$ cat src/rtl/rtc_reg_bank_pkg.sv
// Shared types and defaults for the RTC register bank: capture FSM states,
// default geometry and an index-width helper.
package rtc_reg_bank_pkg;

  typedef enum logic [0:0] {
    ST_IDLE    = 1'b0,
    ST_CAPTURE = 1'b1
  } cap_state_e;

  localparam int DEF_NUM_REGS = 11;
  localparam int DEF_DATA_W   = 8;
  localparam int DEF_DWELL    = 22;
  localparam int DWELL_W      = 8;

  // Index width for n entries; never narrower than one bit.
  function automatic int clog2_min1(input int n);
    int r;
    r = 0;
    while ((32'd1 << r) < n) begin
      r = r + 1;
    end
    return (r < 1) ? 1 : r;
  endfunction

endpackage

$ cat src/rtl/rtc_reg_bank_if.sv
// Bus bundle between the RTC bus front end and the register bank: capture,
// rotating scan and random-access read channels.
interface rtc_reg_bank_if
  import rtc_reg_bank_pkg::*;
#(
  parameter int DATA_W = DEF_DATA_W,
  parameter int IDX_W  = clog2_min1(DEF_NUM_REGS)
);

  logic              burst_start;
  logic              cap_valid;
  logic [DATA_W-1:0] data_in;
  logic [IDX_W-1:0]  cap_idx;
  logic              burst_done;
  logic              overflow;
  logic              scan_en;
  logic [IDX_W-1:0]  scan_idx;
  logic [DATA_W-1:0] scan_data;
  logic              scan_valid;
  logic [IDX_W-1:0]  rd_addr;
  logic [DATA_W-1:0] rd_data;

  modport master (
    output burst_start, cap_valid, data_in, scan_en, rd_addr,
    input  cap_idx, burst_done, overflow, scan_idx, scan_data, scan_valid, rd_data
  );

  modport slave (
    input  burst_start, cap_valid, data_in, scan_en, rd_addr,
    output cap_idx, burst_done, overflow, scan_idx, scan_data, scan_valid, rd_data
  );

endinterface

$ cat src/rtl/rtc_scan_timer.sv
// Dwell counter and scan index rotation: each index is held for DWELL
// cycles while scan_en is high; everything returns to zero when it drops.
module rtc_scan_timer
  import rtc_reg_bank_pkg::*;
#(
  parameter int NUM_REGS = DEF_NUM_REGS,
  parameter int DWELL    = DEF_DWELL,
  parameter int IDX_W    = clog2_min1(DEF_NUM_REGS)
) (
  input  logic             clk,
  input  logic             reset,
  input  logic             scan_en,
  output logic [IDX_W-1:0] scan_idx
);

  localparam logic [DWELL_W-1:0] DWELL_LAST = DWELL_W'(DWELL - 1);
  localparam logic [IDX_W-1:0]   IDX_LAST   = IDX_W'(NUM_REGS - 1);

  logic [DWELL_W-1:0] dwell_q, dwell_d;
  logic [IDX_W-1:0]   idx_q, idx_d;

  // Next dwell count and index
  always_comb begin
    dwell_d = dwell_q;
    idx_d   = idx_q;
    if (!scan_en) begin
      dwell_d = '0;
      idx_d   = '0;
    end else if (dwell_q == DWELL_LAST) begin
      dwell_d = '0;
      idx_d   = (idx_q == IDX_LAST) ? '0 : idx_q + IDX_W'(1);
    end else begin
      dwell_d = dwell_q + DWELL_W'(1);
      idx_d   = idx_q;
    end
  end

  // Timer state registers
  always_ff @(posedge clk or negedge reset) begin
    if (!reset) begin
      dwell_q <= '0;
      idx_q   <= '0;
    end else begin
      dwell_q <= dwell_d;
      idx_q   <= idx_d;
    end
  end

  assign scan_idx = idx_q;

endmodule

$ cat src/rtl/rtc_reg_bank.sv
// Captures a burst of RTC bytes into a register bank and presents them on a
// rotating scan port and a random-access read port.
// Define RTC_REG_BANK_SNAPSHOT_EN to stage bursts in a shadow bank that only
// becomes visible when the burst completes.
module rtc_reg_bank
  import rtc_reg_bank_pkg::*;
#(
  parameter int NUM_REGS = DEF_NUM_REGS,
  parameter int DATA_W   = DEF_DATA_W,
  parameter int DWELL    = DEF_DWELL
) (
  input  logic          clk,
  input  logic          reset,
  rtc_reg_bank_if.slave bus
);

  localparam int IDX_W = clog2_min1(NUM_REGS);
  localparam logic [IDX_W-1:0] LAST_IDX = IDX_W'(NUM_REGS - 1);

  typedef logic [DATA_W-1:0] word_t;

  cap_state_e       state_q, state_d;
  logic [IDX_W-1:0] cap_idx_q, cap_idx_d;
  logic             done_q, done_d;
  logic             ovf_q, ovf_d;
  word_t            bank_q [NUM_REGS];
  word_t            bank_d [NUM_REGS];
  word_t            scan_data_q, scan_data_d;
  logic             scan_valid_q, scan_valid_d;
  logic [IDX_W-1:0] scan_idx_q, scan_idx_d;
  word_t            rd_data_q, rd_data_d;
  logic             wr_en_s;
  logic [IDX_W-1:0] wr_idx_s;
  logic [IDX_W-1:0] timer_idx_s;

`ifdef RTC_REG_BANK_SNAPSHOT_EN
  word_t shadow_q [NUM_REGS];
  word_t shadow_d [NUM_REGS];
`endif

  rtc_scan_timer #(
    .NUM_REGS (NUM_REGS),
    .DWELL    (DWELL),
    .IDX_W    (IDX_W)
  ) u_scan_timer (
    .clk      (clk),
    .reset    (reset),
    .scan_en  (bus.scan_en),
    .scan_idx (timer_idx_s)
  );

  // Capture FSM: a burst_start always wins and restarts indexing at zero
  always_comb begin
    state_d   = state_q;
    cap_idx_d = cap_idx_q;
    done_d    = 1'b0;
    ovf_d     = ovf_q;
    wr_en_s   = 1'b0;
    wr_idx_s  = cap_idx_q;
    if (bus.burst_start) begin
      state_d = ST_CAPTURE;
      ovf_d   = 1'b0;
      if (bus.cap_valid) begin
        wr_en_s   = 1'b1;
        wr_idx_s  = '0;
        cap_idx_d = IDX_W'(1);
      end else begin
        cap_idx_d = '0;
      end
    end else begin
      case (state_q)
        ST_CAPTURE: begin
          if (bus.cap_valid) begin
            wr_en_s = 1'b1;
            if (cap_idx_q == LAST_IDX) begin
              state_d   = ST_IDLE;
              cap_idx_d = '0;
              done_d    = 1'b1;
            end else begin
              cap_idx_d = cap_idx_q + IDX_W'(1);
            end
          end else begin
            cap_idx_d = cap_idx_q;
          end
        end
        ST_IDLE: begin
          if (bus.cap_valid) begin
            ovf_d = 1'b1;
          end else begin
            ovf_d = ovf_q;
          end
        end
        default: begin
          state_d   = ST_IDLE;
          cap_idx_d = '0;
        end
      endcase
    end
  end

  // Bank update: direct writes, or shadow staging with whole-bank publish on completion
  always_comb begin
    bank_d = bank_q;
`ifdef RTC_REG_BANK_SNAPSHOT_EN
    shadow_d = shadow_q;
    if (wr_en_s) begin
      shadow_d[wr_idx_s] = bus.data_in;
    end else begin
      shadow_d = shadow_q;
    end
    if (done_d) begin
      bank_d = shadow_d;
    end else begin
      bank_d = bank_q;
    end
`else
    if (wr_en_s) begin
      bank_d[wr_idx_s] = bus.data_in;
    end else begin
      bank_d = bank_q;
    end
`endif
  end

  // Output staging: scan index is delayed so it names the entry on scan_data
  always_comb begin
    scan_valid_d = bus.scan_en;
    if (bus.scan_en) begin
      scan_data_d = bank_q[timer_idx_s];
      scan_idx_d  = timer_idx_s;
    end else begin
      scan_data_d = '0;
      scan_idx_d  = '0;
    end
    if (int'(bus.rd_addr) < NUM_REGS) begin
      rd_data_d = bank_q[bus.rd_addr];
    end else begin
      rd_data_d = '0;
    end
  end

  // Control and output registers
  always_ff @(posedge clk or negedge reset) begin
    if (!reset) begin
      state_q      <= ST_IDLE;
      cap_idx_q    <= '0;
      done_q       <= 1'b0;
      ovf_q        <= 1'b0;
      scan_data_q  <= '0;
      scan_valid_q <= 1'b0;
      scan_idx_q   <= '0;
      rd_data_q    <= '0;
    end else begin
      state_q      <= state_d;
      cap_idx_q    <= cap_idx_d;
      done_q       <= done_d;
      ovf_q        <= ovf_d;
      scan_data_q  <= scan_data_d;
      scan_valid_q <= scan_valid_d;
      scan_idx_q   <= scan_idx_d;
      rd_data_q    <= rd_data_d;
    end
  end

  // Register bank storage
  always_ff @(posedge clk or negedge reset) begin
    if (!reset) begin
      for (int i = 0; i < NUM_REGS; i++) begin
        bank_q[i] <= '0;
      end
    end else begin
      bank_q <= bank_d;
    end
  end

`ifdef RTC_REG_BANK_SNAPSHOT_EN
  // Shadow storage for the burst in flight
  always_ff @(posedge clk or negedge reset) begin
    if (!reset) begin
      for (int i = 0; i < NUM_REGS; i++) begin
        shadow_q[i] <= '0;
      end
    end else begin
      shadow_q <= shadow_d;
    end
  end
`endif

  assign bus.cap_idx    = cap_idx_q;
  assign bus.burst_done = done_q;
  assign bus.overflow   = ovf_q;
  assign bus.scan_idx   = scan_idx_q;
  assign bus.scan_data  = scan_data_q;
  assign bus.scan_valid = scan_valid_q;
  assign bus.rd_data    = rd_data_q;

endmodule

$ cat src/flat_wrapper.sv
// flat-port wrapper written by rule: the top's interface ports become plain ports
module rtc_reg_bank_flat import rtc_reg_bank_pkg::*;
#(
  parameter int NUM_REGS = DEF_NUM_REGS,
  parameter int DATA_W   = DEF_DATA_W,
  parameter int DWELL    = DEF_DWELL
)
  (clk, reset, bus_burst_start, bus_cap_valid, bus_data_in, bus_scan_en, bus_rd_addr, bus_cap_idx, bus_burst_done, bus_overflow, bus_scan_idx, bus_scan_data, bus_scan_valid, bus_rd_data);
  rtc_reg_bank_if #(.DATA_W(DATA_W), .IDX_W((clog2_min1((11))))) bus_i ();
  input  logic clk;
  input  logic reset;
  input wire logic [$bits(bus_i.burst_start)-1:0] bus_burst_start;
  input wire logic [$bits(bus_i.cap_valid)-1:0] bus_cap_valid;
  input wire logic [$bits(bus_i.data_in)-1:0] bus_data_in;
  input wire logic [$bits(bus_i.scan_en)-1:0] bus_scan_en;
  input wire logic [$bits(bus_i.rd_addr)-1:0] bus_rd_addr;
  output wire logic [$bits(bus_i.cap_idx)-1:0] bus_cap_idx;
  output wire logic [$bits(bus_i.burst_done)-1:0] bus_burst_done;
  output wire logic [$bits(bus_i.overflow)-1:0] bus_overflow;
  output wire logic [$bits(bus_i.scan_idx)-1:0] bus_scan_idx;
  output wire logic [$bits(bus_i.scan_data)-1:0] bus_scan_data;
  output wire logic [$bits(bus_i.scan_valid)-1:0] bus_scan_valid;
  output wire logic [$bits(bus_i.rd_data)-1:0] bus_rd_data;
  assign bus_i.burst_start = bus_burst_start;
  assign bus_i.cap_valid = bus_cap_valid;
  assign bus_i.data_in = bus_data_in;
  assign bus_i.scan_en = bus_scan_en;
  assign bus_i.rd_addr = bus_rd_addr;
  assign bus_cap_idx = bus_i.cap_idx;
  assign bus_burst_done = bus_i.burst_done;
  assign bus_overflow = bus_i.overflow;
  assign bus_scan_idx = bus_i.scan_idx;
  assign bus_scan_data = bus_i.scan_data;
  assign bus_scan_valid = bus_i.scan_valid;
  assign bus_rd_data = bus_i.rd_data;
  rtc_reg_bank #(.NUM_REGS(NUM_REGS), .DATA_W(DATA_W), .DWELL(DWELL)) u_core (.clk(clk), .reset(reset), .bus(bus_i));
endmodule
$ cat config.mk
export PLATFORM = sky130hd
export DESIGN_NAME = rtc_reg_bank_flat
export DESIGN_NICKNAME = d
export VERILOG_FILES = /design/src/rtl/rtc_reg_bank_pkg.sv /design/src/rtl/rtc_reg_bank_if.sv /design/src/rtl/rtc_scan_timer.sv /design/src/rtl/rtc_reg_bank.sv /design/src/flat_wrapper.sv
export SDC_FILE = /design/constraint.sdc
export NUM_CORES = 1
export LEC_CHECK = 0
export CAP_MARGIN = 40
export CELL_PAD_IN_SITES_DETAIL_PLACEMENT = 0
export CELL_PAD_IN_SITES_GLOBAL_PLACEMENT = 2
export CORE_UTILIZATION = 42
export CTS_CLUSTER_SIZE = 30
export DETAILED_ROUTE_END_ITERATION = 7
export GPL_ROUTABILITY_DRIVEN = 0
export GPL_TIMING_DRIVEN = 1
export HOLD_SLACK_MARGIN = 0.05
export PLACE_DENSITY_LB_ADDON = 0.08
export SYNTH_ARGS = -nofsm -noshare
export SYNTH_HDL_FRONTEND = slang
export SYNTH_SLANG_ARGS = --single-unit
export TNS_END_PERCENT = 50
$ cat constraint.sdc
create_clock -name clk -period 5.41 [get_ports clk]
set_input_delay 1.082 -clock clk [delete_from_list [all_inputs] [get_ports clk]]
set_output_delay 1.082 -clock clk [all_outputs]
set_load 0.005 [all_outputs]
==> results of run 1 <==
## path summary, 6_finish.rpt
path / start / endpoint / slack (ns) / cells past startpoint
worst min-delay path: u_core.bus.overflow / u_core.bus.overflow / 0.51 / 2
worst min register to register: u_core.bus.overflow / u_core.bus.overflow / 0.51 / 2
min in group asynchronous: reset / u_core.bus.scan_valid / 0.65 / 1
max in group asynchronous: reset / u_core.bank_q[32] / 3.73 / 2
worst max-delay path: bus_burst_start / u_core.bank_q[32] / 2.44 / 5
worst max register to register: u_core.bus.cap_idx[1] / u_core.bank_q[32] / 3.10 / 3
## routing by layer
| metal | routed length [µm] | track usage, % | part of all wire [%] | vias to the layer above |
|---|---|---|---|---|
| met2 | 6730 | 29.5 | 43 | 84 |
| met1 | 8280 | 32.6 | 52 | 2145 |
| li1 | - | - | - | 1976 |
| met3 | 665 | 4.97 | 4.2 | 7 |
| met5 | 0 | 0 | 0 | - |
| met4 | 106 | 6.02 | 0.67 | 0 |
## sequential cells by signal, summed over array words and instances (netlist names)
signal / count
u_core.bus.burst_done: 1
u_core.bus.scan_valid: 1
u_core.bus.rd_data: 8
u_core.u_scan_timer.dwell_q: 8
u_core.bus.cap_idx: 4
u_core.state_q: 1
u_core.bus.scan_idx: 4
u_core.u_scan_timer.scan_idx: 4
u_core.bank_q: 88
u_core.bus.scan_data: 8
u_core.bus.overflow: 1
## cell families after synthesis
family	synth area share (%)
AND/OR/NAND/NOR	9.01
AO/OA/AOI/OAI	8.82
XOR/XNOR	0.790
buffers and inverters	3.20
flip-flops	48.2
multiplexers	28.9
adder cells (fa/ha/maj)	1.13
## layout make-up
class	count	area, µm²
Clock buffer	26	499
Sequential cell	128	3200
Clock inverter	6	55.1
Timing Repair Buffer	49	488
Inverter	6	22.5
Multi-Input combinational cell	353	3240
Fill cell	1358	7550
Tap cell	211	264
## worst max-delay path: stages
cell and delay [ns]:
clkdlybuf4s50_1 0.65, nor3b_2 0.31, nand3_2 0.20, nor2b_1 0.60
mux2_2 0.41
## through the flow
step	total power, mW	worst slack [ns]
3_5_place_dp	1.47	2.02
5_1_grt	2.66	2.25
4_1_cts	2.57	2.42
6_report	2.54	2.44
2_1_floorplan	1.35	3.03
3_3_place_gp	1.46	2.04
## cell usage in the layout, fill, tap and decap left out, types with 3 or more instances in the layout
cell type,count
o21ai_0,15
clkdlybuf4s50_1,41
xor2_1,5
buf_4,6
a31oi_1,8
o221ai_1,8
or3_1,4
clkbuf_8,4
nor2_1,16
o2bb2ai_1,8
nand2_1,24
clkbuf_1,5
mux2_4,24
a21oi_1,12
ha_1,6
a22o_1,16
dfrtp_1,127
a21boi_0,4
mux2_2,77
o22ai_1,7
nor2b_1,15
mux2_1,3
clkinv_2,5
mux2i_1,48
and2_1,5
nand3_1,4
mux4_2,8
nand2_4,3
clkbuf_16,17
inv_1,4
## Yosys cell counts, types with 2 or more instances
cell and instances:
mux2_4 24, mux2i_1 48, nand4_1 2, xor2_1 5
nor3b_1 2, mux4_2 8, nand3_1 4, a21boi_0 4
nor3_4 2, nand2_1 24, buf_2 20, and3b_2 2
nor2_1 16, nand2_2 2, a31oi_1 8, nand3b_1 2
a21oi_1 12, a22o_1 16, mux2_2 77, nand2b_1 2
and2_1 5, nor2b_1 15, nand2_4 3, o2bb2ai_1 8
o22ai_1 7, or3_1 4, mux2_1 3, buf_1 4
buf_4 5, ha_1 6, clkbuf_1 8, nand3_2 2
o21ai_0 15, inv_1 4, o221ai_1 8, dfrtp_1 128
## power by group through the flow
stage                     registers, mW  clock network (mW)  logic [mW]
final                              1.13                1.08       0.328
after global placement             1.14                   0       0.320
after CTS                          1.13                1.11       0.330
after detailed placement           1.15                   0       0.328
after global routing               1.15                1.15       0.358
after floorplan                    1.12                   0       0.227
==> impl_metrics.csv, run 1 <==
group,metric,value,unit
clocking,ctsResizeCount,0,
cells_and_area,diodes,0,
detailed_routing,wl,15800,µm
floorplanning,initial_utilization,43.4,%
clocking,postCtsHoldBufs,0,
yosys,async_flop_share,100,%
yosys,yosys.area.top_type,"dfrtp_1",
timing,slew_headroom,42.8,%
power_and_ir_drop,ir_worst_vdd,228,µV
yosys,netlist_area,0.00665,mm²
placement,dp.final_hpwl,10900,µm
timing,slew_violations,0,
power_and_ir_drop,p_sw_share,24.3,%
clocking,cts_htree_levels,4,
clocking,cts_buffer_depth,2,
cells_and_area,design_area,0.00777,mm²
yosys,syn_nets,548,
detailed_routing,drc,0,
global_route,antenna_found_initial,0,
timing,fin_crit_sh,54.9,%
global_route,grt_max_degree,48,
power_and_ir_drop,switchingPower,0.617,mW
detailed_routing,dr.pass1.iters,4,
yosys,synth.avg_cell_area,12.7,µm²
yosys,synth_edf_count,0,
outcome,status,"finished clean",
yosys,ys_seq_area_share,48.2,%
yosys,synthTopCellsByArea,"dfrtp_1, mux2_2, mux2i_1",
clocking,clk-insertion-delay-late,0.41,ns
detailed_routing,vias,4212,
timing,tightest_slew,0.856,ns
worst_setup_path,cp.required,5.70,ns
worst_setup_path,arrival,3.26,ns
floorplanning,die_y,128,µm
worst_setup_path,crit_path_start_kind,"input port",
detailed_routing,routedWlPerCell,20.3,µm
detailed_routing,antenna_left,0,
timing,finalHoldViolCount,0,
timing,min_period,2.97,ns
timing,rsz0062_at_grt,"no",
power_and_ir_drop,p_int,1.92,mW
yosys,synth_top_area_share,48.2,%
global_route,grt_pass1_wl,25900,µm
global_route,first_global_vias,4306,
power_and_ir_drop,clkPwrFrac,42.5,%
timing,whs,0.509,ns
worst_setup_path,cp-end-kind,"flip-flop",
floorplanning,num_rows,45,
placement,io_buffers,43,
clocking,post-cts-setup-buffers,0,
yosys,yosysWarnings,0,
timing,max_freq,337,MHz
clocking,clock-sinks,128,
cells_and_area,area_growth,16.8,%
floorplanning,die_x,128,µm
detailed_routing,drt_iter0_markers,275,
floorplanning,die_area,0.0163,mm²
clocking,clkSlewWorstSetupHoldPaths,0.06,ns
clocking,cts_tree,"built",
power_and_ir_drop,power_density,327,mW/mm²
cells_and_area,final_net_count,578,
timing,fin_skew,0.00920,ns
clocking,cts_buffers,17,
power_and_ir_drop,p_comb_share,12.9,%
yosys,synth-seq-cells,128,
worst_hold_path,hold_path_class,"reg2reg",
power_and_ir_drop,leakage,3.38,nW
global_route,grtUsageTotal,21.2,%
placement,placed_cells,747,
placement,dpl-instance-area,0.00721,mm²
cells_and_area,drive_above_1_share,28.9,%
power_and_ir_drop,p_seq_share,44.6,%
worst_setup_path,critPathMaxFanout,11,
cells_and_area,layout.cells.non_filler,779,
cells_and_area,fin_util,50.7,%
worst_setup_path,critPathKind,"in2reg",
yosys,ys.flop_type,"dfrtp_1",
global_route,grt_overflow_total,0,
yosys,syn_inst,525,
floorplanning,coreArea,0.0153,mm²
clocking,root_buffer,"clkbuf_16",
timing,setup_tns,0,ns
detailed_routing,viasPerCell,5.41,
floorplanning,boundaryPins,44,
yosys,ys_types,56,
run,drv_cap,0,
timing,setup_violations,0,
Power figures use the tool's default switching activity.
==> run 2, diff against run 1 <==
--- a/config.mk
+++ b/config.mk
@@ -8,7 +8,7 @@
 export CAP_MARGIN = 40
 export CELL_PAD_IN_SITES_DETAIL_PLACEMENT = 0
 export CELL_PAD_IN_SITES_GLOBAL_PLACEMENT = 2
-export CORE_UTILIZATION = 42
+export CORE_UTILIZATION = 37
 export CTS_CLUSTER_SIZE = 30
 export DETAILED_ROUTE_END_ITERATION = 7
 export GPL_ROUTABILITY_DRIVEN = 0
==> constraint.sdc (replaced) <==
create_clock -name clk -period 2.5 [get_ports clk]
set_input_delay 0.5 -clock clk [delete_from_list [all_inputs] [get_ports clk]]
set_output_delay 0.5 -clock clk [all_outputs]
set_load 0.005 [all_outputs]
==> impl_metrics.csv, run 2 (same netlist as run 1, synthesis figures left out) <==
group,metric,value,unit
outcome,status,"finished clean",
global_route,grt_pass1_wl,25900,µm
power_and_ir_drop,clkPwrFrac,44.9,%
clocking,post-cts-setup-buffers,0,
power_and_ir_drop,leakage,3.48,nW
floorplanning,coreArea,0.0174,mm²
timing,finalHoldViolCount,0,
clocking,clock-sinks,128,
power_and_ir_drop,p_seq_share,42.2,%
cells_and_area,fin_util,45.9,%
clocking,ctsResizeCount,0,
power_and_ir_drop,power_density,724,mW/mm²
cells_and_area,layout_common_cells,"dfrtp_1, mux2_2, mux2i_1",
clocking,root_buffer,"clkbuf_16",
worst_setup_path,critPathMaxFanout,8,
detailed_routing,vias,4225,
clocking,cts_htree_levels,4,
floorplanning,die_area,0.0185,mm²
placement,dp.final_hpwl,11200,µm
placement,dpl-instance-area,0.00738,mm²
worst_setup_path,critPathKind,"reg2reg",
worst_setup_path,critPathBufInv,2,
power_and_ir_drop,power,5.79,mW
detailed_routing,routedWlPerCell,19.8,µm
timing,setup_violations,0,
power_and_ir_drop,ir_worst_vdd,496,µV
detailed_routing,dr.pass1.iters,4,
power_and_ir_drop,p_int,4.38,mW
floorplanning,die_y,136,µm
power_and_ir_drop,p_sw_share,24.5,%
worst_setup_path,cp_top_family,"simple AND/OR/NAND/NOR gates",
worst_setup_path,arrival,2.35,ns
timing,worst_slack,0.458,ns
clocking,cts_buffer_depth,2,
global_route,grtUsageTotal,19.0,%
timing,max_freq,490,MHz
clocking,clk-insertion-delay-late,0.42,ns
power_and_ir_drop,switchingPower,1.42,mW
floorplanning,num_rows,48,
clocking,cts_buffers,17,
timing,tightest_slew,0.722,ns
placement,place_ws,0.0614,ns
cells_and_area,drive_above_1_share,31.3,%
global_route,antenna_found_initial,0,
timing,slew_headroom,51.9,%
worst_setup_path,slowest_delay,0.48,ns
detailed_routing,antenna_left,0,
cells_and_area,max_flop_register,"u_core.bank_q",
power_and_ir_drop,p_comb_share,12.9,%
cells_and_area,final_net_count,594,
cells_and_area,fillers,1609,
cells_and_area,diodes,0,
clocking,clkSlewWorstSetupHoldPaths,0.06,ns
timing,fin_crit_sh,81.7,%
worst_hold_path,hold_path_class,"in2async",
timing,fin_skew,0.00599,ns
cells_and_area,final_common_cell,"dfrtp_1",
floorplanning,die_x,136,µm
global_route,grt_max_degree,129,
detailed_routing,wl,16000,µm
global_route,grt_overflow_total,0,
worst_setup_path,cp.required,2.80,ns
cells_and_area,largest_register_ffs,88,
detailed_routing,drc,0,
timing,rsz0062_at_grt,"no",
timing,setup_tns,0,ns
placement,io_buffers,43,
floorplanning,boundaryPins,44,
worst_setup_path,cp-end-kind,"flip-flop",
detailed_routing,drt_iter0_markers,223,
clocking,cts_tree,"built",
run,drv_cap,0,
cells_and_area,design_area,0.00800,mm²
detailed_routing,viasPerCell,5.22,
worst_setup_path,crit_path_start_kind,"flip-flop",
clocking,postCtsHoldBufs,0,
global_route,first_global_vias,4358,
cells_and_area,area_growth,20.3,%
timing,slew_violations,0,
worst_setup_path,crit_chain,"buf_4 > nor2b_1 > nor2b_1 > buf_4 > mux2_2",
floorplanning,initial_utilization,38.2,%
worst_setup_path,slowest_stage,"dfrtp_1",
timing,min_period,2.04,ns
## run 2: changes by cell type in the layout (fill, tap and decap cells not counted), sizes merged
cell and change:
buf +16, clkinvlp +4, clkbuf -3, clkinv -3, bufinv +2
## run 2: cell type report
| class | count | area (µm²) | area share (%) |
|---|---|---|---|
| multi-input combinational | 353 | 3240 | 40.4 |
| clock buffer | 23 | 488 | 6.10 |
| timing repair buffer | 65 | 638 | 7.98 |
| inverter | 6 | 22.5 | 0.282 |
| tap | 225 | 282 | 3.52 |
| clock inverter | 9 | 130 | 1.63 |
| sequential | 128 | 3200 | 40.1 |
## run 2: routing by layer
layer	share of wire, %	up-vias	global-route usage (%)
met5	0	-	0
met1	54	2132	29.5
met3	2.8	12	4.36
met4	0.98	0	5.74
li1	-	2014	-
met2	42	67	25.8
## run 2: metrics by stage
step           hold slack, ns  std cells
4_1_cts                 0.229        809
3_5_place_dp            0.487        777
6_report                0.179        809
2_1_floorplan           0.204        525
3_3_place_gp            0.487        777
5_1_grt                 0.229        809
## run 2: worst paths after layout
| kind | endpoint | slack (ns) | from | cells after the start |
|---|---|---|---|---|
| worst max register to register | u_core.bank_q[36] | 0.46 | u_core.bus.cap_idx[0] | 5 |
| max in group asynchronous | u_core.bank_q[32] | 1.77 | reset | 2 |
| worst min-delay path | u_core.bus.scan_idx[0] | 0.18 | reset | 2 |
| worst max-delay path | u_core.bank_q[36] | 0.46 | u_core.bus.cap_idx[0] | 5 |
| worst min register to register | u_core.bus.overflow | 0.49 | u_core.bus.overflow | 2 |
| min in group clk | u_core.bus.overflow | 0.49 | u_core.bus.overflow | 2 |
## run 2: power groups by stage
| stage | logic, mW | registers [mW] | clock network (mW) |
|---|---|---|---|
| floorplan | 0.491 | 2.43 | 0 |
| global placement | 0.745 | 2.46 | 0 |
| detailed placement | 0.750 | 2.48 | 0 |
| CTS | 0.755 | 2.44 | 2.64 |
| global route | 0.822 | 2.48 | 2.75 |
| finish | 0.748 | 2.45 | 2.60 |
==> run 3, diff against run 2 <==
--- a/config.mk
+++ b/config.mk
@@ -8,7 +8,7 @@
 export CAP_MARGIN = 40
 export CELL_PAD_IN_SITES_DETAIL_PLACEMENT = 0
 export CELL_PAD_IN_SITES_GLOBAL_PLACEMENT = 2
-export CORE_UTILIZATION = 37
+export CORE_UTILIZATION = 41
 export CTS_CLUSTER_SIZE = 30
 export DETAILED_ROUTE_END_ITERATION = 7
 export GPL_ROUTABILITY_DRIVEN = 0
==> constraint.sdc (replaced) <==
create_clock -name clk -period 1.95 [get_ports clk]
set_input_delay 0.39 -clock clk [delete_from_list [all_inputs] [get_ports clk]]
set_output_delay 0.39 -clock clk [all_outputs]
set_load 0.005 [all_outputs]
==> impl_metrics.csv, run 3 (same netlist as run 1, synthesis figures left out) <==
group,metric,value,unit
outcome,status,"finished clean",
timing,max_freq,548,MHz
worst_setup_path,regToRegSetupSlack,0.22,ns
cells_and_area,area_growth,23.2,%
timing,setup_violations,0,
worst_setup_path,cp_top_family,"buffers and inverters",
timing,setup_tns,0,ns
floorplanning,die_x,129,µm
cells_and_area,fillers,1429,
timing,whs,0.512,ns
timing,finalHoldViolCount,0,
worst_setup_path,critPathKind,"reg2out",
placement,dp.final_hpwl,11700,µm
global_route,grt.busiest_layer,"met2",
clocking,cts_tree,"built",
worst_setup_path,critPathBufInv,1,
detailed_routing,wl,16200,µm
global_route,antenna_found_initial,0,
cells_and_area,drive_above_1_share,33.6,%
detailed_routing,antenna_left,0,
global_route,grtUsageTotal,21.3,%
worst_setup_path,cp.required,1.56,ns
power_and_ir_drop,p_comb_share,12.9,%
cells_and_area,diodes,0,
clocking,root_buffer,"clkbuf_16",
worst_setup_path,slowest_stage,"clkdlybuf4s50_1",
cells_and_area,fin_util,51.6,%
power_and_ir_drop,p_int,5.76,mW
cells_and_area,design_area,0.00819,mm²
global_route,grt_overflow_total,0,
detailed_routing,drc,0,
timing,tightest_slew,0.783,ns
global_route,grt_pass1_wl,26300,µm
worst_setup_path,slowest_delay,0.54,ns
timing,slew_violations,0,
cells_and_area,final_net_count,610,
detailed_routing,dr.pass1.iters,4,
cells_and_area,layout_common_cells,"dfrtp_1, mux2_2, mux2i_1",
timing,fin_skew,0.00667,ns
timing,slew_headroom,47.7,%
global_route,gr-usage-met1,30.8,%
worst_setup_path,crit_chain,"clkdlybuf4s50_1",
clocking,clkSlewWorstSetupHoldPaths,0.06,ns
placement,placed_cells,781,
placement,dpl-instance-area,0.00752,mm²
power_and_ir_drop,p_seq_share,41.9,%
clocking,cts_buffer_depth,2,
worst_hold_path,hold_path_class,"reg2reg",
floorplanning,boundaryPins,44,
timing,min_period,1.83,ns
timing,fin_crit_sh,93.6,%
detailed_routing,drt_iter0_markers,220,
timing,rsz0062_at_grt,"no",
floorplanning,die_y,129,µm
power_and_ir_drop,leakage,3.58,nW
cells_and_area,layout.cells.non_filler,815,
floorplanning,coreArea,0.0159,mm²
cells_and_area,largest_register_ffs,88,
clocking,cts_buffers,17,
power_and_ir_drop,power_density,918,mW/mm²
power_and_ir_drop,p_sw_share,23.4,%
clocking,clk-insertion-delay-late,0.41,ns
worst_setup_path,cp-end-kind,"output port",
floorplanning,num_rows,46,
power_and_ir_drop,clkPwrFrac,45.2,%
detailed_routing,vias,4337,
placement,io_buffers,43,
detailed_routing,viasPerCell,5.32,
power_and_ir_drop,switchingPower,1.76,mW
global_route,gr-usage-met2,32.2,%
worst_setup_path,critPathMaxFanout,11,
floorplanning,die_area,0.0167,mm²
cells_and_area,final_common_cell,"dfrtp_1",
floorplanning,initial_utilization,41.9,%
clocking,clock-sinks,128,
global_route,first_global_vias,4583,
clocking,cts_htree_levels,4,
detailed_routing,routedWlPerCell,19.9,µm
power_and_ir_drop,ir_worst_vdd,615,µV
run,drv_cap,0,
global_route,met3_usage,3.67,%
cells_and_area,max_flop_register,"u_core.bank_q",
worst_setup_path,arrival,1.44,ns
global_route,grt_max_degree,66,
worst_setup_path,crit_path_start_kind,"flip-flop",
run 3: layout make-up:
| cell class | instances | area (µm²) | share of cell area [%] |
|---|---|---|---|
| Sequential cell | 128 | 3210 | 39.1 |
| Clock inverter | 9 | 155 | 1.89 |
| Multi-Input combinational cell | 353 | 3240 | 39.6 |
| Inverter | 6 | 22.5 | 0.275 |
| Tap cell | 216 | 270 | 3.30 |
| Clock buffer | 22 | 484 | 5.91 |
| Timing Repair Buffer | 81 | 811 | 9.90 |
run 3: worst paths after layout:
kind / start / end / cells past startpoint
setup / recovery: u_core.bus.cap_idx[1] / bus_cap_idx[1] / 1
hold / removal: u_core.bus.overflow / u_core.bus.overflow / 2
setup reg to reg: u_core.u_scan_timer.dwell_q[1] / u_core.u_scan_timer.scan_idx[2] / 7
hold reg to reg: u_core.bus.overflow / u_core.bus.overflow / 2
max in group asynchronous: reset / u_core.bus.cap_idx[1] / 3
min in group asynchronous: reset / u_core.u_scan_timer.dwell_q[2] / 3
run 3: repair_timing:
item / 4_1_cts / 5_1_grt
gates cloned: 0 / 0
setup buffers: 2 / 0
hold buffers: 1 / 0
endpoints found under the hold margin: 128 / 0
pin swaps: 1 / 0
resized for setup: 1 / 2
endpoints found under the setup margin: 4 / 3
run 3: per-stage QoR:
step	total power, mW	setup WS (ns)
2_1_floorplan	3.75	0.0284
3_3_place_gp	4.12	-0.208
3_5_place_dp	4.16	-0.221
4_1_cts	7.61	0.00294
5_1_grt	7.84	0.0512
6_report	7.52	0.125
run 3: per-layer routing:
| metal | part of all wire (%) | up-vias | wire length [µm] |
|---|---|---|---|
| li1 | - | 2050 | - |
| met1 | 51 | 2206 | 8220 |
| met2 | 46 | 70 | 7380 |
| met3 | 2.6 | 11 | 425 |
| met4 | 0.96 | 0 | 155 |
| met5 | 0 | - | 0 |
run 3: power groups by stage:
stage	Combinational, mW	Clock [mW]	Sequential, mW
global route	1.06	3.60	3.18
global placement	0.954	0	3.17
finish	0.968	3.40	3.15
floorplan	0.629	0	3.12
detailed placement	0.970	0	3.19
CTS	0.977	3.49	3.14
